==> config.mk <==
export PLATFORM = sky130hd
export DESIGN_NAME = nn_input_loader
export DESIGN_NICKNAME = d
export VERILOG_FILES = /design/src/rtl/nn_pkg.sv /design/src/rtl/nn_pixel_quant.sv /design/src/rtl/nn_input_loader.sv
export SDC_FILE = /design/constraint.sdc
export NUM_CORES = 1
export LEC_CHECK = 0
export ABC_CLOCK_PERIOD_IN_PS = 2100
export BUFFER_PORTS_ARGS = -buffer_cell sky130_fd_sc_hd__buf_2
export CAP_MARGIN = 40
export CORE_AREA = 2 2 88 90
export DETAILED_ROUTE_END_ITERATION = 10
export DIE_AREA = 0 0 90 92
export PLACE_DENSITY = 0.77
export SYNTH_ARGS = -nofsm -noshare
export SYNTH_HDL_FRONTEND = slang
export SYNTH_SLANG_ARGS = --single-unit
==> constraint.sdc <==
create_clock -name clk -period 2.1 [get_ports clk]
set_input_delay 0.42 -clock clk [delete_from_list [all_inputs] [get_ports clk]]
set_output_delay 0.42 -clock clk [all_outputs]
set_load 0.005 [all_outputs]
==> src/rtl/nn_pkg.sv <==
// Shared types and pixel-to-fixed-point conversion for the network input loader.
// Optional macro NN_IN_CENTER_EN centres converted pixels around zero.
package nn_pkg;

    localparam int NN_DATA_WIDTH = 16;
    localparam int NN_FRAC_BITS  = 11;

    typedef logic [NN_DATA_WIDTH-1:0] fx_t;

    typedef enum logic [0:0] {
        FILL = 1'b0,
        FULL = 1'b1
    } loader_state_t;

    // Aligns an unsigned pixel's binary point to the fixed-point fraction.
    function automatic logic [31:0] fx_align(input logic [31:0] pix,
                                             input int pix_w,
                                             input int frac);
        if (frac >= pix_w) begin
            return pix << (frac - pix_w);
        end
        return pix >> (pix_w - frac);
    endfunction

    // The result is wide; callers truncate to the word width, which also
    // sign-extends the centred value correctly in two's complement.
    function automatic logic [31:0] pixel_to_fx(input logic [31:0] pix,
                                                input int pix_w,
                                                input int frac);
        logic [31:0] q;
`ifdef NN_IN_CENTER_EN
        logic [31:0] full_scale;
`endif
        q = fx_align(pix, pix_w, frac);
`ifdef NN_IN_CENTER_EN
        full_scale = fx_align((32'd1 << pix_w) - 32'd1, pix_w, frac);
        q = q - (full_scale >> 1);
`endif
        return q;
    endfunction

endpackage

==> src/rtl/nn_pixel_quant.sv <==
// Combinational conversion of one unsigned pixel into the network's fixed-point word.
// Centring is enabled by NN_IN_CENTER_EN through the package function.
module nn_pixel_quant
    import nn_pkg::*;
#(
    parameter int PIXEL_WIDTH = 8,
    parameter int FRAC_BITS   = NN_FRAC_BITS,
    parameter int DATA_WIDTH  = NN_DATA_WIDTH
)(
    input  logic [PIXEL_WIDTH-1:0] i_pixel,
    output logic [DATA_WIDTH-1:0]  o_fx
);

    assign o_fx = DATA_WIDTH'(pixel_to_fx(32'(i_pixel), PIXEL_WIDTH, FRAC_BITS));

endmodule

==> src/rtl/nn_input_loader.sv <==
// Packs a pixel stream into frames and launches each frame to the network when it is idle.
// Build macro NN_IN_CENTER_EN selects zero-centred conversion.
module nn_input_loader
    import nn_pkg::*;
#(
    parameter int NUM_INPUTS  = 4,
    parameter int DATA_WIDTH  = NN_DATA_WIDTH,
    parameter int FRAC_BITS   = NN_FRAC_BITS,
    parameter int PIXEL_WIDTH = 8
)(
    input  logic                             clk,
    input  logic                             rst_n,
    input  logic                             s_valid,
    output logic                             s_ready,
    input  logic [PIXEL_WIDTH-1:0]           s_data,
    input  logic                             s_last,
    input  logic                             net_done,
    output logic [NUM_INPUTS*DATA_WIDTH-1:0] in_vec,
    output logic                             first,
    output logic                             net_busy,
    output logic                             err_len,
    output logic [15:0]                      frame_cnt
);

    localparam int CNT_W = (NUM_INPUTS > 1) ? $clog2(NUM_INPUTS) : 1;
    localparam int VEC_W = NUM_INPUTS * DATA_WIDTH;

    loader_state_t           r_state;
    logic [CNT_W-1:0]        r_cnt;
    logic [VEC_W-1:0]        r_shadow;
    logic [VEC_W-1:0]        r_in_vec;
    logic                    r_first;
    logic                    r_busy;
    logic                    r_err;
    logic [15:0]             r_frame_cnt;

    logic [DATA_WIDTH-1:0]   w_fx;
    logic                    w_accept;
    logic                    w_last_beat;
    logic                    w_launch;

    nn_pixel_quant #(
        .PIXEL_WIDTH (PIXEL_WIDTH),
        .FRAC_BITS   (FRAC_BITS),
        .DATA_WIDTH  (DATA_WIDTH)
    ) u_quant (
        .i_pixel (s_data),
        .o_fx    (w_fx)
    );

    assign w_accept    = s_valid && (r_state == FILL);
    assign w_last_beat = (r_cnt == CNT_W'(NUM_INPUTS - 1));
    // A finishing network frees the slot in the same cycle, allowing back-to-back frames.
    assign w_launch    = (r_state == FULL) && (!r_busy || net_done);

    always_ff @(posedge clk or negedge rst_n) begin
        if (!rst_n) begin
            r_state     <= FILL;
            r_cnt       <= '0;
            r_shadow    <= '0;
            r_in_vec    <= '0;
            r_first     <= 1'b0;
            r_busy      <= 1'b0;
            r_err       <= 1'b0;
            r_frame_cnt <= '0;
        end else begin
            r_first <= 1'b0;
            r_err   <= 1'b0;
            case (r_state)
                FILL: begin
                    if (w_accept) begin
                        r_shadow[r_cnt*DATA_WIDTH +: DATA_WIDTH] <= w_fx;
                        if (w_last_beat) begin
                            r_state <= FULL;
                        end else if (s_last) begin
                            r_cnt <= '0;
                            r_err <= 1'b1;
                        end else begin
                            r_cnt <= r_cnt + 1'b1;
                        end
                    end
                end
                FULL: begin
                    if (w_launch) begin
                        r_in_vec    <= r_shadow;
                        r_first     <= 1'b1;
                        r_frame_cnt <= r_frame_cnt + 16'd1;
                        r_cnt       <= '0;
                        r_state     <= FILL;
                    end
                end
                default: r_state <= FILL;
            endcase

            if (w_launch) begin
                r_busy <= 1'b1;
            end else if (net_done) begin
                r_busy <= 1'b0;
            end
        end
    end

    assign s_ready   = (r_state == FILL);
    assign in_vec    = r_in_vec;
    assign first     = r_first;
    assign net_busy  = r_busy;
    assign err_len   = r_err;
    assign frame_cnt = r_frame_cnt;

endmodule

==> results of run 1 <==
[routing by layer]
| metal | wire (um) | part of all wire |
|---|---|---|
| met1 | 3170 | 0.45 |
| met2 | 3330 | 0.47 |
| met3 | 461 | 0.065 |
| met4 | 151 | 0.021 |
| met5 | 0 | 0 |
[area by class of cell]
cell class | count | area [um2] | share of cell area
clock buffer | 10 | 138 | 0.0322
clock inverter | 6 | 93.8 | 0.0220
inverter | 6 | 22.5 | 0.00527
multi-input combinational | 235 | 1350 | 0.316
sequential | 86 | 2150 | 0.504
tap | 102 | 128 | 0.0299
timing repair buffer | 71 | 390 | 0.0914
[per-stage QoR]
step | utilization | hold WS [ns] | power, mW | setup WS, ns | cell area (um2)
3_3_place_gp | 0.541 | 0.384 | 3.30 | 0.354 | 4030
4_1_cts | 0.574 | 0.278 | 4.67 | 0.222 | 4270
3_5_place_dp | 0.541 | 0.391 | 3.34 | 0.255 | 4030
5_1_grt | 0.574 | 0.309 | 4.89 | 0.0770 | 4270
6_report | 0.574 | 0.287 | 4.62 | 0.246 | 4270
2_1_floorplan | - | 0.124 | 2.93 | 0.261 | 3800
[layout by cell type, fill, tap and decap left out, drive strengths merged]
cell type / synthesis / final
nor2b: 3 / 3
o31ai: 3 / 3
clkinv: 0 / 3
ha: 7 / 7
nor4: 4 / 4
conb: 1 / 32
dlygate4sd3: 0 / 1
nor2: 2 / 2
nand4: 6 / 6
nor4b: 2 / 2
buf: 35 / 70
xor2: 3 / 3
nand2b: 2 / 2
xnor2: 12 / 12
a21oi: 1 / 1
and2: 1 / 1
inv: 6 / 7
bufinv: 0 / 2
nand2: 112 / 112
dfrtp: 86 / 86
nor3: 3 / 3
a22o: 31 / 31
and3: 4 / 4
nand3: 7 / 7
clkbuf: 5 / 10
[state kept, by name, summed over array words and instances (netlist names)]
signal / count
in_vec: 32
r_shadow: 32
frame_cnt: 16
r_cnt: 2
err_len: 1
first: 1
net_busy: 1
r_state: 1
[report_power, final]
part | switching [mW] | internal (mW)
sequential | 0.217 | 1.98
clock | 0.611 | 0.712
combinational | 0.651 | 0.459
[worst paths after layout]
| path | end | depth (start not counted) | start |
|---|---|---|---|
| worst max-delay path | r_shadow[41] | 5 | r_cnt[1] |
| worst min register to register | frame_cnt[15] | 1 | frame_cnt[15] |
| min in group asynchronous | in_vec[24] | 2 | rst_n |
| worst min-delay path | err_len | 2 | s_last |
| max in group asynchronous | r_shadow[26] | 3 | rst_n |
| worst max register to register | r_shadow[41] | 5 | r_cnt[1] |
[repair_timing]
action                                  4_1_cts  5_1_grt
endpoints found under the setup margin        0        0
hold buffers                                  1        0
hold endpoints to repair                      8        0
[logic make-up after synthesis]
group / after synthesis / synth area share
buf+inv: 46 / 0.0812
fa+ha+maj: 7 / 0.0238
flops: 86 / 0.584
compound gates: 35 / 0.0812
xor+xnor: 15 / 0.0357
simple gates: 146 / 0.193
other cells: 1 / 0.00102
==> key figures, run 1 <==
Outcome
  – Status: finished clean

Clock tree
  – Clock buffer depth: 2
  – Clock latency on the worst-skew pair: 0.37 ns
  – Clock Sinks: 86
  – Number of buffers inserted during clock tree synthesis: 9
  – CTS tree: built
  – Root Buffer: clkbuf_8
  – Worst-path clk slew: 0.09 ns
  – Post-CTS Setup Inserts: 0
  – Post-CTS Resized: 0
  – CTS H-tree depth: 3

Setup path
  – Worst endpoint data arrival time: 2.16 ns
  – CP max FO: 8
  – Kind of critical path: flip-flop to flip-flop
  – CP peak stage delay: 0.47 ns
  – Crit. End Element: flip-flop
  – CP cell instances: inv_1, ha_1, nand2b_1, nor4_4, a22o_1
  – Setup crit start kind: flip-flop
  – CP required: 2.40 ns
  – Worst path top cell family by delay: simple AND/OR/NAND/NOR gates
  – Crit path buffers/inverters: 1
  – Crit-path slowest cell: nor4_4
  – R2R setup slack: 0.25 ns

Timing
  – Fmax: 539 MHz
  – Crit share post-route: 0.883
  – Skew final: 0.0145 ns
  – Crit path time final: 1.85 ns
  – Final setup violation count: 0
  – Unrepaired setup endpoints after global routing: no
  – Max-slew violation count: 0
  – Endpoints failing hold: 0
  – Setup TNS: 0 ns

Global route
  – Gr usage total: 0.187
  – Global-route wire length before repair: 12200 um
  – Congestion Overflow GR: 0
  – Initial antenna violation count: 0
  – Gr busiest metal: met2
  – M1 GR Usage: 0.245
  – GR Layer Usage met3: 0.0411
  – Met2 Use GR: 0.293
  – Largest net degree at the start of global routing: 38
  – Vias in the first global route: 2462

Floorplanning
  – Die X: 90 um
  – Top Ports: 97
  – Die Area: 8280 um2
  – Row cnt: 32
  – Placeable core area: 7450 um2
  – Die Y-Extent: 92 um
  – Initial Utilization: 0.495

Synth
  – Number of enable flip-flop cells after synthesis: 0
  – Cell variety after synth: 28
  – Commonest cells in the netlist: nand2_1 (108), dfrtp_1 (86), buf_4 (33), a22o_1 (31), xnor2_1 (12)
  – Area leader, netlist: dfrtp_1
  – Post-synth top area share: 0.584
  – Mapped Area: 3680 um2
  – Largest cells by area after synthesis: dfrtp_1 (58%), nand2_1 (11%), a22o_1 (7.4%), buf_4 (6.7%), xnor2_1 (2.9%)
  – Mean post-synth cell area: 11.0 um2
  – Cells after Synth: 336
  – Primary FF master, synth: dfrtp_1
  – YS warnings: 0
  – Most common cell in the netlist: nand2_1
  – Yosys reg bits: 86
  – Seq/Total Area, Yosys: 0.584
  – Async SR Flop Fraction: 1.00

Route
  – Avg Vias per Cell: 4.89
  – Final ANT Viol Nets: 0
  – DRC viols: 0
  – Drt wl/cell: 13.8 um
  – Detailed Routing Iterations Pass 1: 4
  – Vias after detailed routing: 2525
  – Initial drt markers: 124
  – DRT Wirelength: 7120 um

Worst hold path
  – Worst hold path class: input pin to flip-flop

Power and ir drop
  – Pleak: 2.41 nW
  – Pwr dens: 1080 nW/um2
  – Max rail drop VDD: 0.545 mV

Place
  – DPL Wire Length: 4980 um
  – I/O Buffers: 64
  – Dpl cells: 499
  – Final GP Congestion: 0.810

Cells and area
  – Nets: 429
  – Fraction of final layout cells sized beyond drive strength 1: 0.234
  – Post-Layout Cell Count: 516
  – Area growth from synthesis to layout: 16.0%
  – # fillers: 654
  – ANT cells: 0

Run
  – Maxcap violations: 0
Note: power is estimated with default switching activity, not from simulation.
==> inputs of run 2 (changes only) <==
--- a/config.mk
+++ b/config.mk
@@ -5,13 +5,13 @@
 export SDC_FILE = /design/constraint.sdc
 export NUM_CORES = 1
 export LEC_CHECK = 0
-export ABC_CLOCK_PERIOD_IN_PS = 2100
+export ABC_CLOCK_PERIOD_IN_PS = 1500
 export BUFFER_PORTS_ARGS = -buffer_cell sky130_fd_sc_hd__buf_2
 export CAP_MARGIN = 40
-export CORE_AREA = 2 2 88 90
+export CORE_AREA = 2 2 92 94
 export DETAILED_ROUTE_END_ITERATION = 10
-export DIE_AREA = 0 0 90 92
-export PLACE_DENSITY = 0.77
+export DIE_AREA = 0 0 94 96
+export PLACE_DENSITY = 0.74
 export SYNTH_ARGS = -nofsm -noshare
 export SYNTH_HDL_FRONTEND = slang
 export SYNTH_SLANG_ARGS = --single-unit
==> constraint.sdc (replaced) <==
create_clock -name clk -period 1.5 [get_ports clk]
set_input_delay 0.3 -clock clk [delete_from_list [all_inputs] [get_ports clk]]
set_output_delay 0.3 -clock clk [all_outputs]
set_load 0.005 [all_outputs]
==> key figures, run 2 (synthesis results as in run 1) <==
Outcome
  – Status: finished clean

Clock tree
  – CTS H-tree depth: 3
  – Clock latency on the worst-skew pair: 0.35 ns
  – Clock buffer depth: 2
  – Number of buffers inserted during clock tree synthesis: 9
  – Root Buffer: clkbuf_8
  – CTS tree: built
  – Clock Sinks: 86
  – Worst-path clk slew: 0.08 ns

Cells and area
  – Nets: 449
  – Post-Layout Cell Count: 539
  – Most frequent cells in the layout: nand2_1 (108), dfrtp_1 (85), buf_2 (63)
  – Fraction of final layout cells sized beyond drive strength 1: 0.295
  – Finished Cell Area: 4500 um2
  – ANT cells: 0
  – Layout Utilization: 0.559
  – Commonest non-fill, non-tap cell in the layout: nand2_1
  – Area growth from synthesis to layout: 22.2%

Route
  – Vias after detailed routing: 2569
  – Drt wl/cell: 13.7 um
  – DRC viols: 0
  – Avg Vias per Cell: 4.77
  – Final ANT Viol Nets: 0
  – Detailed Routing Iterations Pass 1: 4
  – DRT Wirelength: 7410 um
  – Initial drt markers: 79

Worst hold path
  – Min-Delay Path Depth: 2
  – Worst hold start: s_last
  – Hold Path End: err_len
  – Worst hold path class: input pin to flip-flop

Run
  – Maxcap violations: 0

Place
  – Dpl cells: 514
  – I/O Buffers: 64
  – DPL Wire Length: 5450 um
  – Cell Area, Placed: 4150 um2
  – Final GP Congestion: 0.835

Floorplanning
  – Row cnt: 33
  – Initial Utilization: 0.457
  – Top Ports: 97
  – Die Y-Extent: 96 um
  – Placeable core area: 8050 um2
  – Die Area: 9020 um2
  – Die X: 94 um

Timing
  – Fmax: 669 MHz
  – Max-slew violation count: 0
  – Crit path time final: 1.49 ns
  – Final setup violation count: 0
  – Endpoints failing hold: 0
  – Skew final: 0.0144 ns
  – Unrepaired setup endpoints after global routing: yes
  – Crit share post-route: 0.996

Power and ir drop
  – Pleak: 2.50 nW
  – Pwr dens: 1510 nW/um2
  – Overall power after layout: 6.78 mW
  – Max rail drop VDD: 0.680 mV

Global route
  – Initial antenna violation count: 0
  – Gr usage total: 0.171
  – Global-route wire length before repair: 11900 um
  – Congestion Overflow GR: 0
  – Largest net degree at the start of global routing: 37
  – Vias in the first global route: 2414

Setup path
  – CP max FO: 6
  – Worst R2R Start: r_cnt[0]
  – Reg2Reg Depth: 6
  – CP peak stage delay: 0.42 ns
  – CP cell instances: inv_4, ha_4, nand2b_4, nor4_4, buf_4, a22o_1
  – R2R setup slack: 0.006 ns
  – Kind of critical path: flip-flop to flip-flop
  – Crit-path slowest cell: dfrtp_2
  – Worst path top cell family by delay: flip-flops
  – Reg2reg end: r_shadow[24]
  – Worst endpoint data arrival time: 1.78 ns
  – Crit. End Element: flip-flop
  – CP required: 1.79 ns
  – Crit path buffers/inverters: 2
  – Setup crit start kind: flip-flop
==> run 2: timing repair <==
item	in CTS	in global routing
endpoints found under the hold margin	27	0
setup endpoints to repair	15	37
buffers inserted	5	3
hold buffers	1	0
gates resized for setup	2	11
pin swaps	3	3
==> run 2: where the power goes <==
group          total, mW  internal, mW  switching [mW]
sequential          3.04          2.77           0.272
combinational       1.93         0.899            1.03
clock               1.82         0.992           0.827
==> run 2: how the worst max path moves through the flow <==
stage                         from           end  slack, ns  cells after the start
after global routing      r_cnt[0]  r_shadow[19]      -0.05                      6
after detailed placement  r_cnt[1]  r_shadow[20]      -0.06                      5
after floorplan           r_cnt[0]  r_shadow[35]       0.01                      5
final                     r_cnt[0]  r_shadow[24]      0.006                      6
after CTS                  r_state  r_shadow[58]       0.02                      6
after global placement    r_cnt[0]  r_shadow[51]       0.05                      5
==> run 2: layout make-up <==
class                           count  area (um2)
Inverter                            6        25.0
Multi-Input combinational cell    235        1410
Fill cell                         691        3550
Timing Repair Buffer               91         552
Clock inverter                      6        92.6
Tap cell                          105         131
Clock buffer                       10         138
Sequential cell                    86        2150
==> run 2: stage by stage <==
step	worst slack (ns)	hold WS, ns	TNS [ns]
2_1_floorplan	0.0106	0.00441	0
5_1_grt	-0.0452	0.218	-0.339
3_5_place_dp	-0.0567	0.252	-0.433
4_1_cts	0.0164	0.196	0
3_3_place_gp	0.0457	0.254	0
6_report	0.00569	0.200	0
==> run 2: per-layer routing <==
layer	routed length (um)	part of all wire	GRT usage
met4	49	0.0066	0.0568
met1	3570	0.48	0.240
met2	3450	0.47	0.267
met5	0	0	0
met3	339	0.046	0.0384
==> inputs of run 3 (changes only) <==
--- a/config.mk
+++ b/config.mk
@@ -12,6 +12,8 @@
 export DETAILED_ROUTE_END_ITERATION = 10
 export DIE_AREA = 0 0 94 96
 export PLACE_DENSITY = 0.74
+export SETUP_SLACK_MARGIN = 0.4
+export SLEW_MARGIN = 20
 export SYNTH_ARGS = -nofsm -noshare
 export SYNTH_HDL_FRONTEND = slang
 export SYNTH_SLANG_ARGS = --single-unit
==> constraint.sdc (replaced) <==
create_clock -name clk -period 1.5 [get_ports clk]
set_input_delay 0.3 -clock clk [delete_from_list [all_inputs] [get_ports clk]]
set_output_delay 0.3 -clock clk [all_outputs]
set_load 0.1 [all_outputs]
==> key figures, run 3 (synthesis results as in run 1) <==
Floorplanning
  – Die Area: 9020 um2
  – Row cnt: 33
  – Placeable core area: 8050 um2
  – Die Y-Extent: 96 um
  – Initial Utilization: 0.457
  – Top Ports: 97
  – Die X: 94 um

Cells and area
  – Multi-input combinational cell area: 1990 um2
  – Area growth from synthesis to layout: 82.8%
  – Layout Utilization: 0.836
  – Commonest non-fill, non-tap cell in the layout: buf_12
  – Nets: 514
  – Register Area: 2240 um2
  – # fillers: 348
  – ANT cells: 0
  – Most frequent cells in the layout: buf_12 (59), buf_4 (54), nand2_1 (43), dfrtp_2 (43), nand2_2 (37)
  – Fraction of final layout cells sized beyond drive strength 1: 0.677

Route
  – Initial drt markers: 296
  – DRT Wirelength: 13100 um
  – Detailed Routing Iterations Pass 1: 4
  – Vias after detailed routing: 3206
  – Final ANT Viol Nets: 0
  – Avg Vias per Cell: 5.31
  – DRC viols: 0
  – Drt wl/cell: 21.6 um

Global route
  – Congestion Overflow GR: 0
  – Global-route wire length before repair: 16500 um
  – Gr usage total: 0.244
  – Vias in the first global route: 3083
  – Largest net degree at the start of global routing: 33
  – Initial antenna violation count: 0

Power and ir drop
  – Psw: 5.78 mW
  – Clock Power Share: 0.157
  – Pleak: 3.50 nW
  – Pwr dens: 1830 nW/um2
  – Overall power after layout: 12.3 mW
  – Sw frac: 0.469
  – Gate power share: 0.566
  – Max rail drop VDD: 0.900 mV
  – Reg power frac: 0.277
  – Int Power: 6.55 mW

Setup path
  – Worst endpoint data arrival time: 1.93 ns
  – Crit path top cell by count: buf_6
  – Worst path top cell family by delay: buffers and inverters
  – Setup crit start kind: flip-flop
  – Crit path buffers/inverters: 3
  – CP peak stage delay: 0.43 ns
  – CP cell instances: nor2b_2, buf_6, buf_6, nand2_4, nor4_4, buf_4, a22o_1
  – Crit-path slowest cell: dfrtp_1
  – Kind of critical path: flip-flop to flip-flop
  – R2R setup slack: -0.12 ns
  – CP max FO: 7
  – Crit. End Element: flip-flop
  – CP required: 1.81 ns

Clock tree
  – Clock buffer depth: 2
  – Clock latency on the worst-skew pair: 0.38 ns
  – Worst-path clk slew: 0.09 ns
  – Clock Sinks: 86
  – Number of buffers inserted during clock tree synthesis: 9
  – CTS H-tree depth: 3
  – Root Buffer: clkbuf_8
  – CTS tree: built

Outcome
  – Failing checks: negative setup slack
  – Status: complete, but fails checks

Timing
  – Final setup violation count: 28
  – Skew final: 0.0154 ns
  – Endpoints failing hold: 0
  – Final worst slack: -0.124 ns
  – Crit path time final: 1.62 ns
  – Unrepaired setup endpoints after global routing: yes
  – Final hold slack: 0.172 ns
  – Crit share post-route: 1.08
  – Max-slew violation count: 0
  – Fmax: 616 MHz

Place
  – DPL Wire Length: 5420 um
  – I/O Buffers: 64
  – Final GP Congestion: 0.842

Worst hold path
  – Worst hold path class: input pin to flip-flop

Run
  – Maxcap violations: 0
-- run 3: cell types whose count changed in the layout (fill, tap and decap cells not counted), moves of 9 or more --
| cell | delta |
|---|---|
| nand2_1 | -65 |
| buf_12 | +58 |
| buf_2 | -52 |
| dfrtp_1 | -51 |
| dfrtp_2 | +42 |
| nand2_2 | +36 |
| buf_4 | +31 |
| nand2_4 | +29 |
| buf_6 | +19 |
| dfrtp_4 | +9 |
-- run 3: per-layer routing --
layer  wire (um)  part of all wire  vias to the layer above  GRT usage
li1            -                 -                     1380          -
met1        5050              0.39                     1628      0.310
met2        6870              0.53                      160      0.405
met3         734             0.056                       38     0.0548
met4         401             0.031                        0      0.106
met5           0                 0                        -          0
-- run 3: path summary, 6_finish.rpt --
check                               end  cells after the start         start
setup / recovery           r_shadow[41]                      7       r_state
hold / removal                  err_len                      2        s_last
setup reg to reg           r_shadow[41]                      7       r_state
hold reg to reg              in_vec[39]                      2  r_shadow[39]
max in group asynchronous    in_vec[35]                      3         rst_n
min in group asynchronous  frame_cnt[5]                      2         rst_n
-- run 3: power groups by stage --
stage                     clock network, mW  logic [mW]  registers (mW)
after floorplan                           0        1.52            5.20
after global placement                    0        4.38            3.15
after detailed placement                  0        4.46            3.16
after CTS                              1.88        5.75            3.23
after global routing                   2.03        7.18            3.45
final                                  1.94        6.98            3.41
-- run 3: worst reg2reg max path: stages, from the launching register on --
cell and delay (ns):
dfrtp_1 0.43, nor2b_2 0.18, buf_6 0.17, buf_6 0.11, nand2_4 0.05, nor4_4 0.25, buf_4 0.22, a22o_1 0.15
-- run 3: cell type report --
type	count	area share
clock buffer	9	0.0184
clock inverter	7	0.0156
multi-input combinational	235	0.295
timing repair buffer	155	0.310
timing repair inverter	1	0.00167
sequential	86	0.333
inverter	6	0.00632
tap	105	0.0195
-- run 3: per-stage QoR --
stage | instances | area [um2] | setup slack, ns | TNS, ns
floorplan | 367 | 3970 | -0.179 | -1.90
global placement | 516 | 4360 | 0.0183 | 0
detailed placement | 516 | 4360 | -0.0402 | -0.212
CTS | 573 | 5770 | 0.00991 | 0
global route | 604 | 6730 | -0.220 | -3.20
finish | 604 | 6730 | -0.124 | -1.59
-- run 3: timing repair --
action / 4_1_cts / 5_1_grt
buffers inserted: 35 / 29
hold buffers: 1 / 0
pin swaps: 58 / 76
resized for setup: 209 / 170
setup endpoints to repair: 136 / 137
hold endpoints to repair: 27 / 0
gates cloned: 5 / 2
